$ cat src/rtl/mrmini_fetch_server.sv
// mrmini_fetch_server: instruction-side responder for the mini control unit.
// It owns the program counter and a small program store. A T1 edge latches
// MEM[PC] into I, PCE advances the PC, and JMP loads it. The program image is
// preloaded through the LD_* write port. All outputs come straight from
// registers, so no input reaches an output combinationally.
//
// Ports:
//   CLK, RST         clock (rising edge), asynchronous active-high reset
//   T1..T4           control-unit timing states; T1 triggers a fetch, and all
//                    four feed the protocol check
//   PCE, JMP, JADDR  PC increment enable, PC load strobe, PC load value
//   LD_EN/ADDR/DATA  program store write port
//   I                instruction register
//   PC               current program counter
//   FCNT             completed fetch count, saturating
//   ERR              sticky flag: two or more timing states were seen together
module mrmini_fetch_server #(
  parameter int unsigned AW = 4,
  parameter int unsigned DW = 16,
  parameter int unsigned CW = 16
) (
  input  logic          CLK,
  input  logic          RST,
  input  logic          T1,
  input  logic          T2,
  input  logic          T3,
  input  logic          T4,
  input  logic          PCE,
  input  logic          JMP,
  input  logic [AW-1:0] JADDR,
  input  logic          LD_EN,
  input  logic [AW-1:0] LD_ADDR,
  input  logic [DW-1:0] LD_DATA,
  output logic [DW-1:0] I,
  output logic [AW-1:0] PC,
  output logic [CW-1:0] FCNT,
  output logic          ERR
);

  localparam int unsigned Depth = 2 ** AW;

  logic [DW-1:0] mem_q [Depth];

  logic [DW-1:0] instr_q, instr_d;
  logic [AW-1:0] pc_q, pc_d;
  logic [CW-1:0] fcnt_q, fcnt_d;
  logic          err_q, err_d;
  logic          multi_state;

  // The store is never reset. The fetch reads mem_q in the same edge as a
  // write, so a same-address write with T1 returns the old word.
  always_ff @(posedge CLK) begin
    if (LD_EN) begin
      mem_q[LD_ADDR] <= LD_DATA;
    end
  end

  // True when any pair of timing states is active together.
  assign multi_state = (T1 & T2) | (T1 & T3) | (T1 & T4) |
                       (T2 & T3) | (T2 & T4) | (T3 & T4);

  always_comb begin
    instr_d = instr_q;
    if (T1) begin
      instr_d = mem_q[pc_q];
    end

    // JMP takes priority over PCE. PC wraps naturally at AW bits.
    pc_d = pc_q;
    if (JMP) begin
      pc_d = JADDR;
    end else if (PCE) begin
      pc_d = pc_q + AW'(1);
    end

    fcnt_d = fcnt_q;
    if (T1 && (fcnt_q != {CW{1'b1}})) begin
      fcnt_d = fcnt_q + CW'(1);
    end

    err_d = err_q | multi_state;
  end

  always_ff @(posedge CLK or posedge RST) begin
    if (RST) begin
      instr_q <= '0;
      pc_q    <= '0;
      fcnt_q  <= '0;
      err_q   <= 1'b0;
    end else begin
      instr_q <= instr_d;
      pc_q    <= pc_d;
      fcnt_q  <= fcnt_d;
      err_q   <= err_d;
    end
  end

  assign I    = instr_q;
  assign PC   = pc_q;
  assign FCNT = fcnt_q;
  assign ERR  = err_q;

endmodule

$ cat config.mk
export PLATFORM = sky130hd
export DESIGN_NAME = mrmini_fetch_server
export DESIGN_NICKNAME = d
export VERILOG_FILES = /design/src/rtl/mrmini_fetch_server.sv
export SDC_FILE = /design/constraint.sdc
export NUM_CORES = 1
export LEC_CHECK = 0
export CORE_ASPECT_RATIO = 0.9
export CORE_MARGIN = 3
export CORE_UTILIZATION = 60
export CTS_BUF_LIST = sky130_fd_sc_hd__clkbuf_4
export DETAILED_ROUTE_END_ITERATION = 16
export GPL_TIMING_DRIVEN = 0
export PLACE_DENSITY = 0.79
export SETUP_SLACK_MARGIN = 0.5
export SYNTH_ARGS = -nofsm -noshare
export SYNTH_HDL_FRONTEND = slang
export SYNTH_SLANG_ARGS = --single-unit
export TNS_END_PERCENT = 5
$ cat constraint.sdc
create_clock -name CLK -period 2.6 [get_ports CLK]
set_clock_uncertainty 0.15 [all_clocks]
set_input_delay 0.52 -clock CLK [delete_from_list [all_inputs] [get_ports CLK]]
set_output_delay 0.52 -clock CLK [all_outputs]
set_load 0.01 [all_outputs]
Word-level counts from Yosys, hierarchy flattened

Memories as Yosys holds them, arrays and structs flattened. A register that Yosys moved wholly into a read port is not among the register bits.
Index checks and enable logic that the tools add are counted.

$add $sub $neg: 2
Bitwise operators: 12
Reduce and logical (&&, ||, !) cells: 2
Mux-type cells: 4
Equal/unequal tests: 1

Operators with widths:

| kind                  | count |
|---|---|
| $add 16x1->16 const B | 1 |
| $ne 16x16->1 const B  | 1 |
| $mux 4                | 2 |
| $and 1x1->1           | 6 |
| $or 1x1->1            | 6 |
| $add 4x1->4 const B   | 1 |
| $mux 1                | 2 |
| $reduce_bool 2->1     | 1 |
| $logic_and 1x1->1     | 1 |

RAM bits: 256
Input port bits: 33
Bits in registers: 21
Memories kept: 1

Memories:

| memory | words | width | read ports | clocked after memory_dff | wr ports | RTL line | text |
|---|---|---|---|---|---|---|---|
| mem_q  | 16    | 16    | 1          | 1                        | 1        | 42       | `logic [DW-1:0] mem_q [Depth];` |

Depth between registers and ports, before layout

Word-level depth: 7
Gate-level depth with buffers: 8
Depth with buffers taken out: 5

Least setup slack after synthesis

No wires, ideal clock.

Kind: input-to-reg
Start: in LD_ADDR[2]
End: mem mem_q[0][0] (enable)
Stages on the path: 2
Slack: -0.125 ns
Path buffers: 0
Data arrival time: 2.166 ns
Setup time: 0.409 ns
Cells stage by stage: or3b_2 > nor3_1

RTL lines:

| what            | RTL line | text |
|---|---|---|
| start, declared | 32       | `input logic [AW-1:0] LD_ADDR,` |
| end, declared   | 42       |  |

No word-level cell before the write port.

Final worst setup path

Start: reg instr_q[12], in the netlist I[12] (read register of mem_q)
End: out I[12]

RTL lines:

| what            | RTL line | text |
|---|---|---|
| start, declared | 44       | `logic [DW-1:0] instr_q, instr_d;` |
| end, declared   | 34       | `output logic [DW-1:0] I,` |

No word-level cell between the ends.

==> reports/results.ini <==
[cts]
clk_pin_slew_worst_paths_ns=0.07
cts_root_buf=clkbuf_4
numClockSinks=293
cts_made_buffers=73
clk_latency_ns=0.69
htree_levels=3
clockBufferDepth=3
hold_buffers=0
cts_tree=yes

[synth]
syn_nets=657
ys_seq_area_frac=0.743
syn_area_sq_um=11600
synth_warnings=0
synthDistinctLibCells=46
synthArstFlopShare=0.126
synth_edf_count=256
synth_ff_type=edfxtp_1
syn_avg_cell_area_sq_um=18.6
postSynthCellCount=622
ys_ff_latch=293

[detailed_routing]
drtIter0Drc=547
wl_per_cell_um=23.4
ant_nets=0
drc=0
avgViaCountPerCell=6.01
routed.top_layer=met4
drt-pass1-iter-count=4
dr_wl_met2_um=12400
drt_wl_total_um=25400
vias=6508
wl_met1_um=10400
met3_length_um=1970

[sta]
fmax_ghz=0.434
period_share=0.887
hold_viol=0
max-slew-margin-rel=0.302
setup_viol_count_final=0
tightest_slew_ns=1.05
slew_viol_final=0
rsz0062_at_grt=yes
whs_ns=0.193
post-route-min-period_ns=2.31
setup_slack_ns=0.293

[placed_design]
placed_cells=949
post-place-ws_ns=-0.409
dp_hpwl_um=16000
portBuffers=69
place.gp.congestion=0.827

[worst_hold_path]
min_path_type=in -> async

[critical_path]
critPathKind=reg -> out
r2r_start=PC[0]
slowest_delay_ns=0.56
cp.required_ns=1.93
r2r_slack_ns=0.41
worstRegToRegCells=6
start_kind=register
critPathArrivalTime_ns=1.64
crit_fanout=2
critPathTopFamily=buffers and inverters
cpMaxStageDelayCell=clkdlybuf4s50_1
crit_path_cell_trace=clkdlybuf4s50_1
r2r_end=I[14]
cp-end-kind=output pin
crit_buf_inv=1

[power]
power_density_nw_per_um2=775
leakage_nw=4.86
ir_worst_vdd_mv=0.477

[layout]
syn_to_final_growth_pct=19.8
final_cells=1083
layout_commonest_cell=edfxtp_1
final_core_util=0.743
regArea_sq_um=8620
final_nets=823
drive_gt1_frac=0.283
mostFrequentLayoutCells=256 x edfxtp_1, 111 x clkbuf_4, 60 x clkdlybuf4s50_1
fillers=1129
multi_input_area_sq_um=2850

[die]
die_w_um=153
rows=47
start_util=0.620
pin_count=70
fp.dieArea_sq_um=21000
die_h_um=138
core_sq_um=18700

[status]
status=finished clean

[global_routing]
antenna_found_initial=1
grt_max_degree=38
grt_pass1_vias=6975
grtUsageTotal=0.250
grt-ovfl-total=0
grt_pass1_wl_um=39200

[job]
cap_violations=0

## stage by stage
step / cell area [sq um] / total power, mW / TNS (ns)
global route: 13900 / 11.2 / 0
detailed placement: 12800 / 7.03 / -20.45
global placement: 12600 / 6.96 / -165.81
finish: 13900 / 10.8 / 0
floorplan: 11600 / 6.37 / 0
CTS: 13900 / 10.8 / 0
## layout make-up
type,instances,share of cell area
tap,245,0.0221
sequential,293,0.620
timing repair buffer,91,0.0682
buffer,30,0.0184
multi-input combinational,297,0.205
clock buffer,110,0.0594
inverter,2,0.000540
clock inverter,14,0.00594
antenna,1,0.000180
## layer usage
layer | global-route usage | up-vias
met1 | 0.332 | 3300
met4 | 0.0980 | 0
met5 | 0 | -
li1 | - | 2856
met3 | 0.0671 | 43
met2 | 0.407 | 309
## sequential cells by signal, indices dropped and copies added (netlist names)
signal and count:
mem_q 256, FCNT 16, I 16, PC 4
ERR 1
## repair_timing
item                                    4_1_cts  5_1_grt
gates resized for setup                      30        0
pin swaps                                     1        1
endpoints found under the setup margin      109      116
setup buffers                                 8        1
cloned                                        0        0
## cells by family after synthesis
kind of cell / after synthesis / synth area share
DFF: 293 / 0.743
and+or+nand+nor: 111 / 0.0487
muxes: 98 / 0.126
AOI/OAI and AO/OA: 69 / 0.0465
buffers and inverters: 32 / 0.0207
xor gates and xnor gates: 16 / 0.0121
adders and majority gates: 3 / 0.00302
## synthesized netlist by cell type (3+ instances only)
| cell type | count | area [sq um] |
|---|---|---|
| o22ai_1 | 24 | 150 |
| nor3_1 | 5 | 25.0 |
| nand3_1 | 7 | 35.0 |
| edfxtp_1 | 256 | 7690 |
| nand2_1 | 12 | 45.0 |
| xnor2_1 | 9 | 78.8 |
| nand4_1 | 6 | 37.5 |
| nor2b_1 | 14 | 87.6 |
| mux4_2 | 38 | 856 |
| and3_1 | 5 | 31.3 |
| xor2_1 | 7 | 61.3 |
| nand2b_1 | 5 | 31.3 |
| clkbuf_1 | 9 | 33.8 |
| buf_6 | 6 | 67.6 |
| a211oi_2 | 12 | 150 |
| buf_12 | 3 | 60.1 |
| buf_1 | 3 | 11.3 |
| a211oi_1 | 19 | 143 |
| buf_2 | 6 | 30.0 |
| a21oi_1 | 4 | 20.0 |
| dfrtp_1 | 37 | 926 |
| mux2i_1 | 58 | 581 |
| nor2_1 | 45 | 169 |
## how the worst max path moves through the flow
stage | from | to | slack [ns] | depth (start not counted)
floorplan | LD_ADDR[3] | mem_q[4][0] | 0.18 | 2
CTS | PC[3] | PC[3] | 0.26 | 1
finish | I[12] | I[12] | 0.29 | 1
detailed placement | LD_EN | mem_q[0][10] | -0.41 | 3
global route | PC[3] | PC[3] | 0.22 | 1
global placement | LD_EN | mem_q[12][8] | -1.22 | 3
## report_power, final
group          switching [mW]  internal [mW]
clock                    1.72           2.02
combinational           0.813          0.744
sequential              0.128           5.33
Power figures use the tool's default switching activity.
